[config.mk]
export PLATFORM = sky130hd
export DESIGN_NAME = ika87ad_opfetch
export DESIGN_NICKNAME = d
export VERILOG_FILES = /design/src/rtl/ika87ad_pkg.sv /design/src/rtl/ika87ad_opfetch.sv
export SDC_FILE = /design/constraint.sdc
export NUM_CORES = 1
export LEC_CHECK = 0
export CAP_MARGIN = 20
export CORE_AREA = 2 2 53 55
export DETAILED_ROUTE_END_ITERATION = 10
export DIE_AREA = 0 0 55 57
export GPL_TIMING_DRIVEN = 0
export PLACE_DENSITY = 0.68
export SLEW_MARGIN = 5
export SYNTH_ARGS = -nofsm -noshare
export SYNTH_HDL_FRONTEND = slang
export SYNTH_SLANG_ARGS = --single-unit
[constraint.sdc]
create_clock -name i_CLK -period 3.4 [get_ports i_CLK]
set_input_delay 0.34 -clock i_CLK [delete_from_list [all_inputs] [get_ports i_CLK]]
set_output_delay 0.34 -clock i_CLK [all_outputs]
set_load 0.05 [all_outputs]
[src/rtl/ika87ad_pkg.sv]
// Shared IKA87AD definitions: prefix bytes, opcode page encodings, the HARDI
// pseudo-opcode and the opcode-fetch state enum.
package ika87ad_pkg;

    localparam logic [7:0] PFX_48 = 8'h48;
    localparam logic [7:0] PFX_60 = 8'h60;
    localparam logic [7:0] PFX_64 = 8'h64;
    localparam logic [7:0] PFX_70 = 8'h70;
    localparam logic [7:0] PFX_74 = 8'h74;

    localparam logic [2:0] PAGE_0 = 3'd0;
    localparam logic [2:0] PAGE_1 = 3'd1;
    localparam logic [2:0] PAGE_2 = 3'd2;
    localparam logic [2:0] PAGE_3 = 3'd3;
    localparam logic [2:0] PAGE_4 = 3'd4;
    localparam logic [2:0] PAGE_5 = 3'd5;

    localparam logic [7:0] OP_HARDI = 8'h73;

    typedef enum logic [1:0] {
        FETCH_IDLE = 2'd0,
        FETCH_PFX  = 2'd1,
        FETCH_HOLD = 2'd2
    } fetch_state_e;

    // Returns {is_prefix, page}; non-prefix bytes map to page 0.
    function automatic logic [3:0] pfx_to_page(input logic [7:0] b);
        logic [3:0] r;
        case (b)
            PFX_48:  r = {1'b1, PAGE_1};
            PFX_60:  r = {1'b1, PAGE_2};
            PFX_64:  r = {1'b1, PAGE_3};
            PFX_70:  r = {1'b1, PAGE_4};
            PFX_74:  r = {1'b1, PAGE_5};
            default: r = {1'b0, PAGE_0};
        endcase
        return r;
    endfunction

endpackage

[src/rtl/ika87ad_opfetch.sv]
// Opcode fetch / prefix sequencer: turns the prefetch byte stream into a
// registered {page, opcode} for the decoder and injects HARDI at boundaries.
module ika87ad_opfetch
    import ika87ad_pkg::*;
(
    input  logic       i_CLK,
    input  logic       i_RST,
    input  logic       i_FLUSH,
    input  logic [7:0] i_BYTE,
    input  logic       i_BYTE_VALID,
    output logic       o_BYTE_READY,
    input  logic       i_IRQ_PEND,
    output logic       o_IRQ_TAKEN,
    output logic [7:0] o_OPCODE,
    output logic [2:0] o_OPCODE_PAGE,
    output logic       o_OP_VALID,
    input  logic       i_OP_READY,
    output logic       o_OP_INJECTED,
    output logic       o_BOUNDARY
);

    // Byte handshake: a byte is consumed on a rising edge where
    // i_BYTE_VALID && o_BYTE_READY; an opcode is consumed where
    // o_OP_VALID && i_OP_READY. Neither side may retract a raised valid.

    fetch_state_e state, state_n;
    logic [2:0]   pfx_page, pfx_page_n;
    logic         load;
    logic [7:0]   load_opcode;
    logic [2:0]   load_page;
    logic         load_injected;
    logic [3:0]   pfx_info;

    assign pfx_info = pfx_to_page(i_BYTE);

    always_comb begin
        state_n       = state;
        pfx_page_n    = pfx_page;
        o_BYTE_READY  = 1'b0;
        o_IRQ_TAKEN   = 1'b0;
        load          = 1'b0;
        load_opcode   = i_BYTE;
        load_page     = PAGE_0;
        load_injected = 1'b0;

        if (i_RST) begin
            state_n = FETCH_IDLE;
        end else if (i_FLUSH) begin
            state_n    = FETCH_IDLE;
            pfx_page_n = PAGE_0;
        end else begin
            case (state)
                FETCH_IDLE: begin
                    if (i_IRQ_PEND) begin
                        o_IRQ_TAKEN   = 1'b1;
                        load          = 1'b1;
                        load_opcode   = OP_HARDI;
                        load_injected = 1'b1;
                        state_n       = FETCH_HOLD;
                    end else begin
                        o_BYTE_READY = 1'b1;
                        if (i_BYTE_VALID) begin
                            if (pfx_info[3]) begin
                                pfx_page_n = pfx_info[2:0];
                                state_n    = FETCH_PFX;
                            end else begin
                                load    = 1'b1;
                                state_n = FETCH_HOLD;
                            end
                        end
                    end
                end
                // Second byte is always an opcode, even if it looks like a prefix.
                FETCH_PFX: begin
                    o_BYTE_READY = 1'b1;
                    if (i_BYTE_VALID) begin
                        load       = 1'b1;
                        load_page  = pfx_page;
                        pfx_page_n = PAGE_0;
                        state_n    = FETCH_HOLD;
                    end
                end
                FETCH_HOLD: begin
                    if (i_OP_READY) state_n = FETCH_IDLE;
                end
                default: state_n = FETCH_IDLE;
            endcase
        end
    end

    always_ff @(posedge i_CLK or posedge i_RST) begin
        if (i_RST) begin
            state         <= FETCH_IDLE;
            pfx_page      <= PAGE_0;
            o_OPCODE      <= 8'h00;
            o_OPCODE_PAGE <= PAGE_0;
            o_OP_VALID    <= 1'b0;
            o_OP_INJECTED <= 1'b0;
            o_BOUNDARY    <= 1'b1;
        end else begin
            state      <= state_n;
            pfx_page   <= pfx_page_n;
            o_OP_VALID <= (state_n == FETCH_HOLD);
            o_BOUNDARY <= (state_n == FETCH_IDLE);
            if (load) begin
                o_OPCODE      <= load_opcode;
                o_OPCODE_PAGE <= load_page;
                o_OP_INJECTED <= load_injected;
            end
        end
    end

endmodule

==> run metrics, run 1 <==
Skew-Pair Late Insertion Delay about 0.28 ns; part of the power in the clock network about a fifth; Critical Path, Cell by Cell clkdlybuf4s50_1, or3_1, nor2_1, clkdlybuf4s50_1; post-cts resize count 0; number of inserted filler cells in the final layout approximately 260; root buf cell sky130_fd_sc_hd__clkbuf_4; post-route worst setup slack 0.661 ns; worst-case register-to-register setup slack 1.59 ns; Pre-antenna DRT Iters 3; wire length reported by the detailed router 2080 um; I/O pin count 30; Die ar. 3140 um^2; # diodes 0; leading cell types by total area after synthesis sky130_fd_sc_hd__dfrtp_1 (45%), sky130_fd_sc_hd__mux2_4 (6.1%), sky130_fd_sc_hd__mux2i_1 (5.0%); setup_tns 0 ns; endpoint of the worst hold path o_OP_INJECTED; main flop type after synthesis sky130_fd_sc_hd__dfrtp_1; flip-flop and latch count after synthesis 19; path category of the worst min-delay check flip-flop to flip-flop; ANT nets after route 0; routed wirelength normalized by instance count around 13 um; pin count of the biggest net entering global routing 21; register clock-pin slew on the reported worst setup and hold paths approximately 0.1 ns; area taken by multi-input logic gates ~470 um^2; startpoint class of the critical path primary input; antenna violations before repair 0; worst clock skew ~0.0034 ns; number of buffers inserted during clock tree synthesis 3; most numerous cell types in the synthesized netlist sky130_fd_sc_hd__dfrtp_1 (18), sky130_fd_sc_hd__nor2_1 (13), sky130_fd_sc_hd__inv_1 (9); areal power density over the cells around 430 nW/um^2; maximum resistive drop on vdd around 0.26 mV; Crit path arrival time 2.40 ns; core utilization of the finished layout 51.5%; stage delay of the slowest cell on the critical path slightly above 0.8 ns; Net Sw Power between 0.0002 and 0.00025 W; initial DRC count 8; timing-limited maximum frequency ~0.37 GHz; Critical-path top delay cell sky130_fd_sc_hd__clkdlybuf4s50_1; biggest area consumer among synthesized cells sky130_fd_sc_hd__dfrtp_1; overall die height ~57 um; cell-internal power around 0.00037 W; startpoint of the most critical hold path o_OP_INJECTED; hold violation count in the final report 0; measured slew at the worst slew-check pin 0.760 ns; CTS tree done; Synthesized Nets 106; mean instance size in the synthesized netlist between 10 and 15 um^2; maximum level of the CTS H-tree 1; setup-violating endpoint count in the final report 0; Sequential Area 477 um^2; leftover overflow at the end of global routing 0; vias in the first global route 799; vias per std cell 5.07; highest net fanout along the worst path 7; initial core utilization around 38%; fraction of layout cells with a size suffix above 1 about a tenth; critical register-to-register path endpoint o_OPCODE_PAGE[2]; Crit. End Element output pin; num rows 19; number of max-cap violations 0; detailed-route via count just under 800; x dimension of the die 55 um; Crit path top cell by count sky130_fd_sc_hd__clkdlybuf4s50_1; min Tclk post-route ~2.7 ns; setup repair after global routing missed its margin false; leakage power about 0.64 nW; detailed placer's ending HPWL between 1500 and 2000 um; detailed-route DRC error count 0; number of instances in the synthesized netlist 92; area of the core 2620 um^2; switching part of the total power 36.1%; proportion of register bits with asynchronous set or reset after synthesis 100%; hold-fix buffer count after cts 0; number of setup buffers added after CTS 0; share of power burned in registers between 40 and 50%; combinational fraction of design power between 30 and 40%; cell area after technology mapping about 1000 um^2; final weighted congestion in routability-driven placement 0.771; count of flip-flops with a built-in enable after synthesis 0; Setup Crit Path Kind primary input to output pin; run status finished, final reports clean; number of library cell types mapped by synthesis 31; total global-route track usage 14.7%; count of input and output buffers 29; number of placed instances with taps included between 150 and 200; post-route fraction of the period consumed by the critical path 80.6%; Slew Viols, Final 0; Reg2Reg Launch Point state[1]; register area share after synthesis approximately 48%; area share of the largest cell type after synthesis approximately 45%; Final #Nets 140; timing startpoint of the critical path i_FLUSH; required time reported for the critical path endpoint a little over 3 ns; Warnings, synthesis 0; worst slew margin relative to its limit 49.3%; area delta synth->final 35.8%; path depth of the worst reg2reg path 5; first-pass GRT wire length 3450 um; final standard cell count with taps included and fillers excluded 156; cell with the most instances after synthesis sky130_fd_sc_hd__dfrtp_1; number of buffers on the longest clock path 2; clock tree sinks 19; DP Worst Slack approximately 0.66 ns; worst hold path cell count 1
-- critical path, delay by kind of cell --
| family | cells | cell delay (ns) |
|---|---|---|
| buffers and inverters | 2 | 1.34 |
| AND/OR/NAND/NOR | 2 | 0.72 |
-- cells by family after synthesis --
logic type             after synthesis  share of synthesized area [%]
AOI/OAI and AO/OA                   16                           14.3
buffers and inverters               11                           4.92
DFF                                 19                           48.0
muxes                               11                           13.4
and+or+nand+nor                     35                           19.4
-- worst max path at each step --
stage | endpoint | slack, ns
after global routing | o_IRQ_TAKEN | 0.61
after global placement | o_IRQ_TAKEN | 0.68
after detailed placement | o_IRQ_TAKEN | 0.66
after CTS | o_IRQ_TAKEN | 0.66
final | o_IRQ_TAKEN | 0.66
after floorplan | o_IRQ_TAKEN | 1.55
-- sequential cells by signal (all words and copies together) (netlist names) --
register,cells
o_OPCODE,8
o_OPCODE_PAGE,3
pfx_page,3
state,2
o_BOUNDARY,1
o_OP_INJECTED,1
o_OP_VALID,1
-- placed cells by master, fill, tap and decap left out --
cell type	count
sky130_fd_sc_hd__clkdlybuf4s50_1	29
sky130_fd_sc_hd__dfrtp_1	18
sky130_fd_sc_hd__nor2_1	13
sky130_fd_sc_hd__inv_1	9
sky130_fd_sc_hd__mux2i_1	5
sky130_fd_sc_hd__nor2b_1	4
sky130_fd_sc_hd__nand2_1	4
sky130_fd_sc_hd__mux2_4	4
sky130_fd_sc_hd__nand2b_1	3
sky130_fd_sc_hd__a21o_1	3
sky130_fd_sc_hd__and3_1	3
sky130_fd_sc_hd__clkbuf_4	3
sky130_fd_sc_hd__or3_1	2
sky130_fd_sc_hd__clkbuf_1	2
sky130_fd_sc_hd__a211oi_1	2
sky130_fd_sc_hd__nor3_1	2
sky130_fd_sc_hd__o2bb2ai_1	2
sky130_fd_sc_hd__mux2_1	2
sky130_fd_sc_hd__nor4b_2	1
sky130_fd_sc_hd__or4b_4	1
sky130_fd_sc_hd__a21oi_2	1
sky130_fd_sc_hd__o41ai_4	1
sky130_fd_sc_hd__buf_6	1
sky130_fd_sc_hd__nor4b_1	1
sky130_fd_sc_hd__o211ai_1	1
sky130_fd_sc_hd__o21a_1	1
sky130_fd_sc_hd__a211o_1	1
sky130_fd_sc_hd__o31ai_1	1
sky130_fd_sc_hd__a21oi_1	1
sky130_fd_sc_hd__o21ai_0	1
sky130_fd_sc_hd__nor4_1	1
sky130_fd_sc_hd__a22o_1	1
sky130_fd_sc_hd__dfstp_2	1
-- routing by layer --
layer	part of all wire (%)	vias to the layer above	track usage, %
met5	0	-	0
met4	0.48	0	5.23
met3	5.7	2	3.40
met2	48	21	22.1
met1	45	377	20.5
li1	-	391	-
-- cell type report --
cell class / instances / area share (%)
Sequential cell: 19 / 35.4
Multi-Input combinational cell: 62 / 34.6
Timing Repair Buffer: 29 / 21.5
Tap cell: 31 / 2.88
Inverter: 9 / 2.51
Clock buffer: 4 / 1.95
Buffer: 2 / 1.11
-- through the flow --
step / hold WS (ns) / power [W] / area, um^2
after detailed placement: 0.473 / 0.000481 / 1320
final: 0.489 / 0.000586 / 1350
after global placement: 0.463 / 0.000479 / 1320
after floorplan: 0.296 / 0.000401 / 992
after CTS: 0.498 / 0.000593 / 1350
after global routing: 0.520 / 0.000615 / 1350
-- power by group through the flow --
stage                     Sequential [W]  Combinational (W)  Clock (W)
after floorplan                 0.000347          0.0000531          0
after global routing            0.000265           0.000224   0.000126
final                           0.000263           0.000213   0.000111
after global placement          0.000266           0.000212          0
after CTS                       0.000263           0.000215   0.000115
after detailed placement        0.000266           0.000215          0
Note: power is estimated with default switching activity, not from simulation.
==> run 2: changes to the inputs <==
PLACE_DENSITY = 0.71   (was 0.68)
clock period = 2.2 ns   (was 3.4 ns; I/O delays follow)
==> run metrics, run 2 (synthesis results as in run 1) <==
leading registers by flop count o_OPCODE: 8 flops, o_OPCODE_PAGE: 3 flops, pfx_page: 3 flops; initial DRC count 16 (+8); Skew-Pair Late Insertion Delay 0.30 ns (+0.02 ns); total global-route track usage 15.4% (+0.72 points); leftover overflow at the end of global routing 0 (unchanged); root buf cell sky130_fd_sc_hd__clkbuf_4; number of flip-flops under the largest register name 8 (unchanged); timing-limited maximum frequency approximately 0.47 GHz; run status finished, final reports clean; setup-violating endpoint count in the final report 0 (unchanged); detailed route wirelength on metal2 975 um (-2.9%); Final #Nets 140 (unchanged); I/O pin count 30 (unchanged); switching part of the total power 36.7% (+0.63 points); pin count of the biggest net entering global routing 21 (unchanged); leakage power 0.641 nW (+0.82%); areal power density over the cells 681 nW/um^2 (+57%); Slew Viols, Final 0 (unchanged); clock tree sinks 19 (unchanged); Crit path arrival time 1.92 ns (-0.48 ns); combinational fraction of design power 35.8% (-0.5 points); final weighted congestion in routability-driven placement 0.808 (+4.7%); hold_ws 0.425 ns (-0.0639 ns); met3 WL 97 um (-18%); commonest non-fill, non-tap cells in the layout sky130_fd_sc_hd__clkdlybuf4s50_1 (27), sky130_fd_sc_hd__dfrtp_1 (18), sky130_fd_sc_hd__nor2_1 (13), sky130_fd_sc_hd__inv_1 (9), sky130_fd_sc_hd__mux2i_1 (5); hold violation count in the final report 0 (unchanged); detailed-route DRC error count 0 (unchanged); Pre-antenna DRT Iters 4 (+1); area of the core 2620 um^2 (unchanged); worst clock skew 0.00518 ns (+0.00177 ns); area delta synth->final 35.2%; num rows 19 (unchanged); highest net fanout along the worst path 7 (unchanged); hold-fix buffer count after cts 0 (unchanged); post-route fraction of the period consumed by the critical path 97.1%; worst slew margin relative to its limit 51.7% (+2.4 points); Crit. End Element output pin; setup repair after global routing missed its margin false; part of the power in the clock network 19.8% (+0.9 points); register clock-pin slew on the reported worst setup and hold paths 0.11 ns (about the same); routed wirelength normalized by instance count 12.9 um (-2.9%); path category of the worst min-delay check primary input to asynchronous set/reset pin; overall die height 57 um (unchanged); fraction of layout cells with a size suffix above 1 11.2% (+0.80 points); number of buffers inserted during clock tree synthesis 3 (unchanged); required time reported for the critical path endpoint 1.98 ns (-1.08 ns); count of input and output buffers 29 (unchanged); vias in the first global route 808 (+1.1%); post-cts resize count 3 (+3); Net Sw Power 0.000336 W (+59%); first-pass GRT wire length 3520 um (+2.0%); number of setup buffers added after CTS 0 (unchanged); wire length reported by the detailed router 2020 um (-2.9%); routed length on met1 915 um (-2.9%); number of max-cap violations 0 (unchanged); core utilization of the finished layout 51.3% (-0.24 points); number of buffers on the longest clock path 2 (unchanged); Die ar. 3140 um^2 (unchanged); register name with the most flops o_OPCODE; Critical-path top delay cell sky130_fd_sc_hd__dlygate4sd2_1; x dimension of the die 55 um (unchanged); cell-internal power 0.000578 W (+54%); maximum resistive drop on vdd 0.494 mV (+88%); ANT nets after route 0 (unchanged); Setup Crit Path Kind primary input to output pin; commonest non-fill, non-tap cell in the layout sky130_fd_sc_hd__clkdlybuf4s50_1; measured slew at the worst slew-check pin 0.724 ns (-0.0354 ns); CTS tree done; DP Worst Slack -0.297 ns (-0.956 ns); detailed placer's ending HPWL 1550 um (-3.6%); startpoint class of the critical path primary input; share of power burned in registers 44.4% (-0.4 points); Critical Path, Cell by Cell clkdlybuf4s50_1, or3_1, nor2_1, dlygate4sd2_1; stage delay of the slowest cell on the critical path 0.53 ns (-0.30 ns); post-route worst setup slack 0.0629 ns (-0.598 ns); min Tclk post-route roughly 2.1 ns; # diodes 0 (unchanged); maximum level of the CTS H-tree 1 (unchanged); vias per std cell 5.04 (-0.63%); highest routed layer met4; antenna violations before repair 0 (unchanged); initial core utilization 37.9% (unchanged); detailed-route via count 786 (-0.63%)
run 2: routing by layer:
layer | up-vias | global-route usage [%]
li1 | 391 | -
met4 | 0 | 6.27
met2 | 24 | 24.3
met5 | - | 0
met3 | 3 | 2.88
met1 | 368 | 20.5
run 2: worst paths after layout:
kind	startpoint	cells past startpoint	to	slack (ns)
max	i_FLUSH	4	o_BYTE_READY	0.06
min in group i_CLK	o_OP_INJECTED	1	o_OP_INJECTED	0.49
max in group asynchronous	i_RST	2	o_OPCODE[0]	1.32
min reg2reg	o_OP_INJECTED	1	o_OP_INJECTED	0.49
max reg2reg	state[1]	5	o_OPCODE_PAGE[2]	0.39
min	i_RST	2	state[1]	0.43
run 2: metrics by stage:
step	power [W]	cell area [um^2]	instances	TNS, ns
after floorplan	0.000619	992	92	0
after global placement	0.000740	1320	152	-0.617
after detailed placement	0.000744	1320	152	-0.713
after CTS	0.000921	1350	156	0
after global routing	0.000962	1340	156	0
final	0.000914	1340	156	0
run 2: worst max-delay path, delay by kind of cell:
kind	cells	cell delay, ns
buf+inv	2	1.03
simple gates	2	0.66
run 2: power by group through the flow:
| stage | combinational (W) | sequential (W) | clock (W) |
|---|---|---|---|
| floorplan | 0.0000821 | 0.000537 | 0 |
| global placement | 0.000328 | 0.000412 | 0 |
| detailed placement | 0.000331 | 0.000412 | 0 |
| CTS | 0.000332 | 0.000407 | 0.000182 |
| global route | 0.000347 | 0.000411 | 0.000204 |
| finish | 0.000327 | 0.000406 | 0.000181 |
run 2: final cells by class:
class,instances,area (um^2)
repair buffers,29,284
inverters,9,33.8
flip-flops and latches,19,477
clock buffers,4,26.3
well taps,31,38.8
fillers,259,1270
plain buffers,2,15.0
multi-input cells,62,467
